--- config.mk ---
export PLATFORM = sky130hd
export DESIGN_NAME = ctext_serializer
export DESIGN_NICKNAME = d
export VERILOG_FILES = /design/src/rtl/ctext_serializer.sv
export SDC_FILE = /design/constraint.sdc
export NUM_CORES = 1
export LEC_CHECK = 0
export CAP_MARGIN = 25
export CORE_UTILIZATION = 30
export CTS_CLUSTER_DIAMETER = 30
export DETAILED_ROUTE_END_ITERATION = 10
export HOLD_SLACK_MARGIN = 0.15
export PLACE_DENSITY = 0.58
export SLEW_MARGIN = 25
export SYNTH_ARGS = -nofsm -noshare
export SYNTH_HDL_FRONTEND = slang
export SYNTH_SLANG_ARGS = --single-unit
--- constraint.sdc ---
create_clock -name clk -period 2 [get_ports clk]
set_input_delay 0.4 -clock clk [delete_from_list [all_inputs] [get_ports clk]]
set_output_delay 0.4 -clock clk [all_outputs]
set_load 0.1 [all_outputs]
--- src/rtl/ctext_serializer.sv ---
// Streams a 128-bit ciphertext block out as 16 bytes over a valid/ready link,
// with one pending slot so a block can follow another without a bubble.
module ctext_serializer #(
    parameter bit MSB_FIRST = 1'b1
) (
    input  logic        clk,
    input  logic        rst,
    input  logic        load,
    input  logic [31:0] ctext0,
    input  logic [31:0] ctext1,
    input  logic [31:0] ctext2,
    input  logic [31:0] ctext3,
    input  logic        out_ready,
    output logic [7:0]  data_out,
    output logic        out_valid,
    output logic        sof,
    output logic        eof,
    output logic        in_ready,
    output logic        busy,
    output logic        overflow
);

    localparam int unsigned BLK_W  = 128;
    localparam int unsigned BYTE_W = 8;
    localparam int unsigned IDX_W  = 4;
    localparam logic [IDX_W-1:0] LAST_IDX = IDX_W'(15);

    typedef enum logic {IDLE, SEND} state_t;

    state_t             state_q, state_d;
    logic [IDX_W-1:0]   idx_q, idx_d;
    logic [BLK_W-1:0]   shreg_q, shreg_d;
    logic [BLK_W-1:0]   pend_q, pend_d;
    logic               pend_v_q, pend_v_d;
    logic               overflow_q, overflow_d;
    logic [BLK_W-1:0]   blk_in;
    logic               hs;

    // Reorder each word so the shift register always emits from its top byte.
    function automatic logic [31:0] order_word(input logic [31:0] w);
        if (MSB_FIRST) begin
            return w;
        end
        return {w[7:0], w[15:8], w[23:16], w[31:24]};
    endfunction

    assign blk_in = {order_word(ctext0), order_word(ctext1),
                     order_word(ctext2), order_word(ctext3)};

    assign out_valid = (state_q == SEND);
    assign hs        = out_valid && out_ready;
    assign data_out  = out_valid ? shreg_q[BLK_W-1 -: BYTE_W] : 8'h00;
    assign sof       = out_valid && (idx_q == '0);
    assign eof       = out_valid && (idx_q == LAST_IDX);
    assign in_ready  = !pend_v_q;
    assign busy      = out_valid || pend_v_q;
    assign overflow  = overflow_q;

    always_ff @(posedge clk) begin
        if (rst) begin
            state_q    <= IDLE;
            idx_q      <= '0;
            shreg_q    <= '0;
            pend_q     <= '0;
            pend_v_q   <= 1'b0;
            overflow_q <= 1'b0;
        end else begin
            state_q    <= state_d;
            idx_q      <= idx_d;
            shreg_q    <= shreg_d;
            pend_q     <= pend_d;
            pend_v_q   <= pend_v_d;
            overflow_q <= overflow_d;
        end
    end

    always_comb begin
        state_d    = state_q;
        idx_d      = idx_q;
        shreg_d    = shreg_q;
        pend_d     = pend_q;
        pend_v_d   = pend_v_q;
        overflow_d = overflow_q;

        // A full pending slot drops the new block, even if it frees up this cycle.
        if (load && pend_v_q) begin
            overflow_d = 1'b1;
        end

        case (state_q)
            IDLE: begin
                if (load) begin
                    shreg_d = blk_in;
                    idx_d   = '0;
                    state_d = SEND;
                end
            end
            SEND: begin
                if (hs && (idx_q == LAST_IDX)) begin
                    idx_d = '0;
                    if (pend_v_q) begin
                        shreg_d  = pend_q;
                        pend_v_d = 1'b0;
                    end else if (load) begin
                        shreg_d = blk_in;
                    end else begin
                        state_d = IDLE;
                    end
                end else begin
                    if (hs) begin
                        shreg_d = {shreg_q[BLK_W-BYTE_W-1:0], 8'h00};
                        idx_d   = idx_q + IDX_W'(1);
                    end
                    if (load && !pend_v_q) begin
                        pend_d   = blk_in;
                        pend_v_d = 1'b1;
                    end
                end
            end
            default: state_d = IDLE;
        endcase
    end

endmodule

==> impl_metrics.env <==
export IMPL_drive_gt1_share_pct=19.2
export IMPL_yosys_area_top_type_share_pct=47.1
export IMPL_timing_slew_headroom_pct=41.1
export IMPL_maxCapViolCount=0
export IMPL_min_from="load"
export IMPL_grt_pass1_wl_mm=59.1
export IMPL_cp_start_kind="flip-flop"
export IMPL_ys_top_cells_by_area="dfxtp_1 47%, nand2_1 11%, a21oi_1 7.3%"
export IMPL_regArea_mm2=0.00528
export IMPL_fmax_ghz=0.505
export IMPL_finalWorstSetupSlack_ns=0.0192
export IMPL_synthArstFlopShare_pct=0
export IMPL_cts_tree="yes"
export IMPL_hold_viol=0
export IMPL_wl_per_cell_um=19.0
export IMPL_wl_mm=37.7
export IMPL_yosys_register_bits=263
export IMPL_drt_pre_antenna_iters=7
export IMPL_power_density_mw_per_mm2=1160
export IMPL_cts_made_buffers=70
export IMPL_multi_input_area_mm2=0.00547
export IMPL_arrival_ns=1.58
export IMPL_min_path_type="in2reg"
export IMPL_yosysWarnings=0
export IMPL_fin_crit_ns=1.98
export IMPL_grt_ovfl_total=0
export IMPL_crit_start="idx_q[0]$_SDFFE_PP0P_"
export IMPL_initial_core_util_pct=30.6
export IMPL_finalNetCount=1592
export IMPL_worstPathMaxFanout=3
export IMPL_coreArea_mm2=0.0366
export IMPL_die_area_mm2=0.0381
export IMPL_area_growth_pct=45.2
export IMPL_postCtsHoldBufs=0
export IMPL_diodes=0
export IMPL_final_util_pct=44.4
export IMPL_worst_pin_slew_ns=0.883
export IMPL_crit_required_ns=1.60
export IMPL_layout_commonest_cell="nand2_1"
export IMPL_root_buffer="clkbuf_16"
export IMPL_hpwl_mm=21.7
export IMPL_syn_nets=1441
export IMPL_antenna_found_initial=0
export IMPL_setup_viol=0
export IMPL_worstSkewPairLatency_ns=0.55
export IMPL_die_h_um=195
export IMPL_seq_area_frac_synth_pct=47.1
export IMPL_clkTransAtPathRegs_ns=0.04
export IMPL_syn_area_per_cell_um2=8.56
export IMPL_grt_pass1_vias=10600
export IMPL_drt_iter0_drc=893
export IMPL_synth_edff_count=0
export IMPL_dp_slack_ns=-0.477
export IMPL_status="completed"
export IMPL_io_buffer_count=145
export IMPL_chipWidth_um=195
export IMPL_finalInstanceArea_mm2=0.0162
export IMPL_ant_nets=0
export IMPL_route_detailed_drc=0
export IMPL_syn_inst=1307
export IMPL_synth_top_area_cell="dfxtp_1"
export IMPL_rows=70
export IMPL_fillers=3519
export IMPL_ctsLongestPathBuffers=3
export IMPL_post_dp_cell_area_mm2=0.0136
export IMPL_vdd_drop_max_v=0.000582
export IMPL_io_pin_count=146
export IMPL_grtUsageTotal_pct=19.3
export IMPL_netlist_area_mm2=0.0112
export IMPL_p_leak_uw=0.00588
export IMPL_synth_distinct_cells=35
export IMPL_synth_ff_type="dfxtp_1"
export IMPL_grt_max_degree=83
export IMPL_skew_ns=0.0220
export IMPL_finalMaxSlewViolations=0
export IMPL_gp_congestion=0.785
export IMPL_cts_htree_levels=3
export IMPL_critPathCaptureType="primary output"
export IMPL_fin_setup_tns_ns=0
export IMPL_final_cell_mix="311 x nand2_1, 258 x dfxtp_1, 152 x a21oi_1, 129 x clkdlybuf4s50_1, 104 x nor2_1"
export IMPL_viasPerCell=5.47
export IMPL_vias=10800
export IMPL_rsz0062_at_grt="true"
export IMPL_crit_type="reg2out"
export IMPL_cts_sinks=263
export IMPL_timing_rr_start="idx_q[0]$_SDFFE_PP0P_"
export IMPL_fin_crit_sh_pct=99.0
-- report_power, final --
part           total, uW  internal [uW]  switching [uW]  leakage, uW
clock network      11400           8020            3350      0.00118
logic               1640            799             842      0.00255
registers           5770           5560             206      0.00215
-- cells in the mapped netlist (16+ instances only) --
cell type and count:
nor2_1 104, a221o_1 81, a211oi_1 23, nand3_1 17, a221oi_1 31, a32oi_1 67
nand2_1 313, a21oi_1 163, a222oi_1 16, dfxtp_1 263, clkbuf_1 70, buf_2 40
mux2_2 47
-- kinds of logic after synthesis --
family | share of synthesized area, %
DFF | 47.1
adders and majority gates | 0.224
muxes | 4.82
and+or+nand+nor | 16.6
AOI/OAI and AO/OA | 25.7
buffers and inverters | 5.62
-- registers in the layout, indices dropped and copies added (netlist names) --
signal,cells
overflow,1
pend_v_q,1
shreg_q,128
out_valid,1
pend_q,128
idx_q,4
-- final timing paths --
check	endpoint	slack, ns	cells past startpoint
setup / recovery	sof	0.02	5
hold / removal	out_valid$_SDFF_PP0_	0.27	3
setup reg to reg	pend_q[125]$_SDFFE_PP0P_	0.06	8
hold reg to reg	pend_q[86]$_SDFFE_PP0P_	0.45	2
-- layer usage --
layer	GRT usage [%]	share of wire [%]
met1	26.7	46
met3	3.99	6.4
met5	0	0
met2	29.2	45
met4	7.96	2.9
-- layout make-up --
class                      instances  share of cell area [%]
clock inverter                    35                    2.74
timing repair buffer             211                    15.3
clock buffer                      90                    12.1
sequential                       263                    32.5
multi-input combinational        908                    33.7
inverter                           4                   0.131
tap                              468                    3.61
-- critical path, cell delays in order (launching register included) --
cell and delay [ns]:
dfxtp_4 0.35, inv_1 0.12, ha_4 0.16, nand2_4 0.04
nor3_4 0.14, buf_12 0.20
-- metrics by stage --
step / std cells / hold slack [ns] / power, uW
final: 1979 / 0.266 / 18800
after global placement: 1841 / 0.441 / 7420
after detailed placement: 1843 / 0.447 / 7460
after global routing: 1979 / 0.301 / 19400
after CTS: 1976 / 0.223 / 18900
after floorplan: 1307 / 0.436 / 6670
-- what timing repair did --
action,CTS,global route
endpoints found under the setup margin,41,61
resized for setup,16,21
pin swaps,4,3
buffers inserted,8,2
gates cloned,1,1
(Power assumes the default switching activity.)
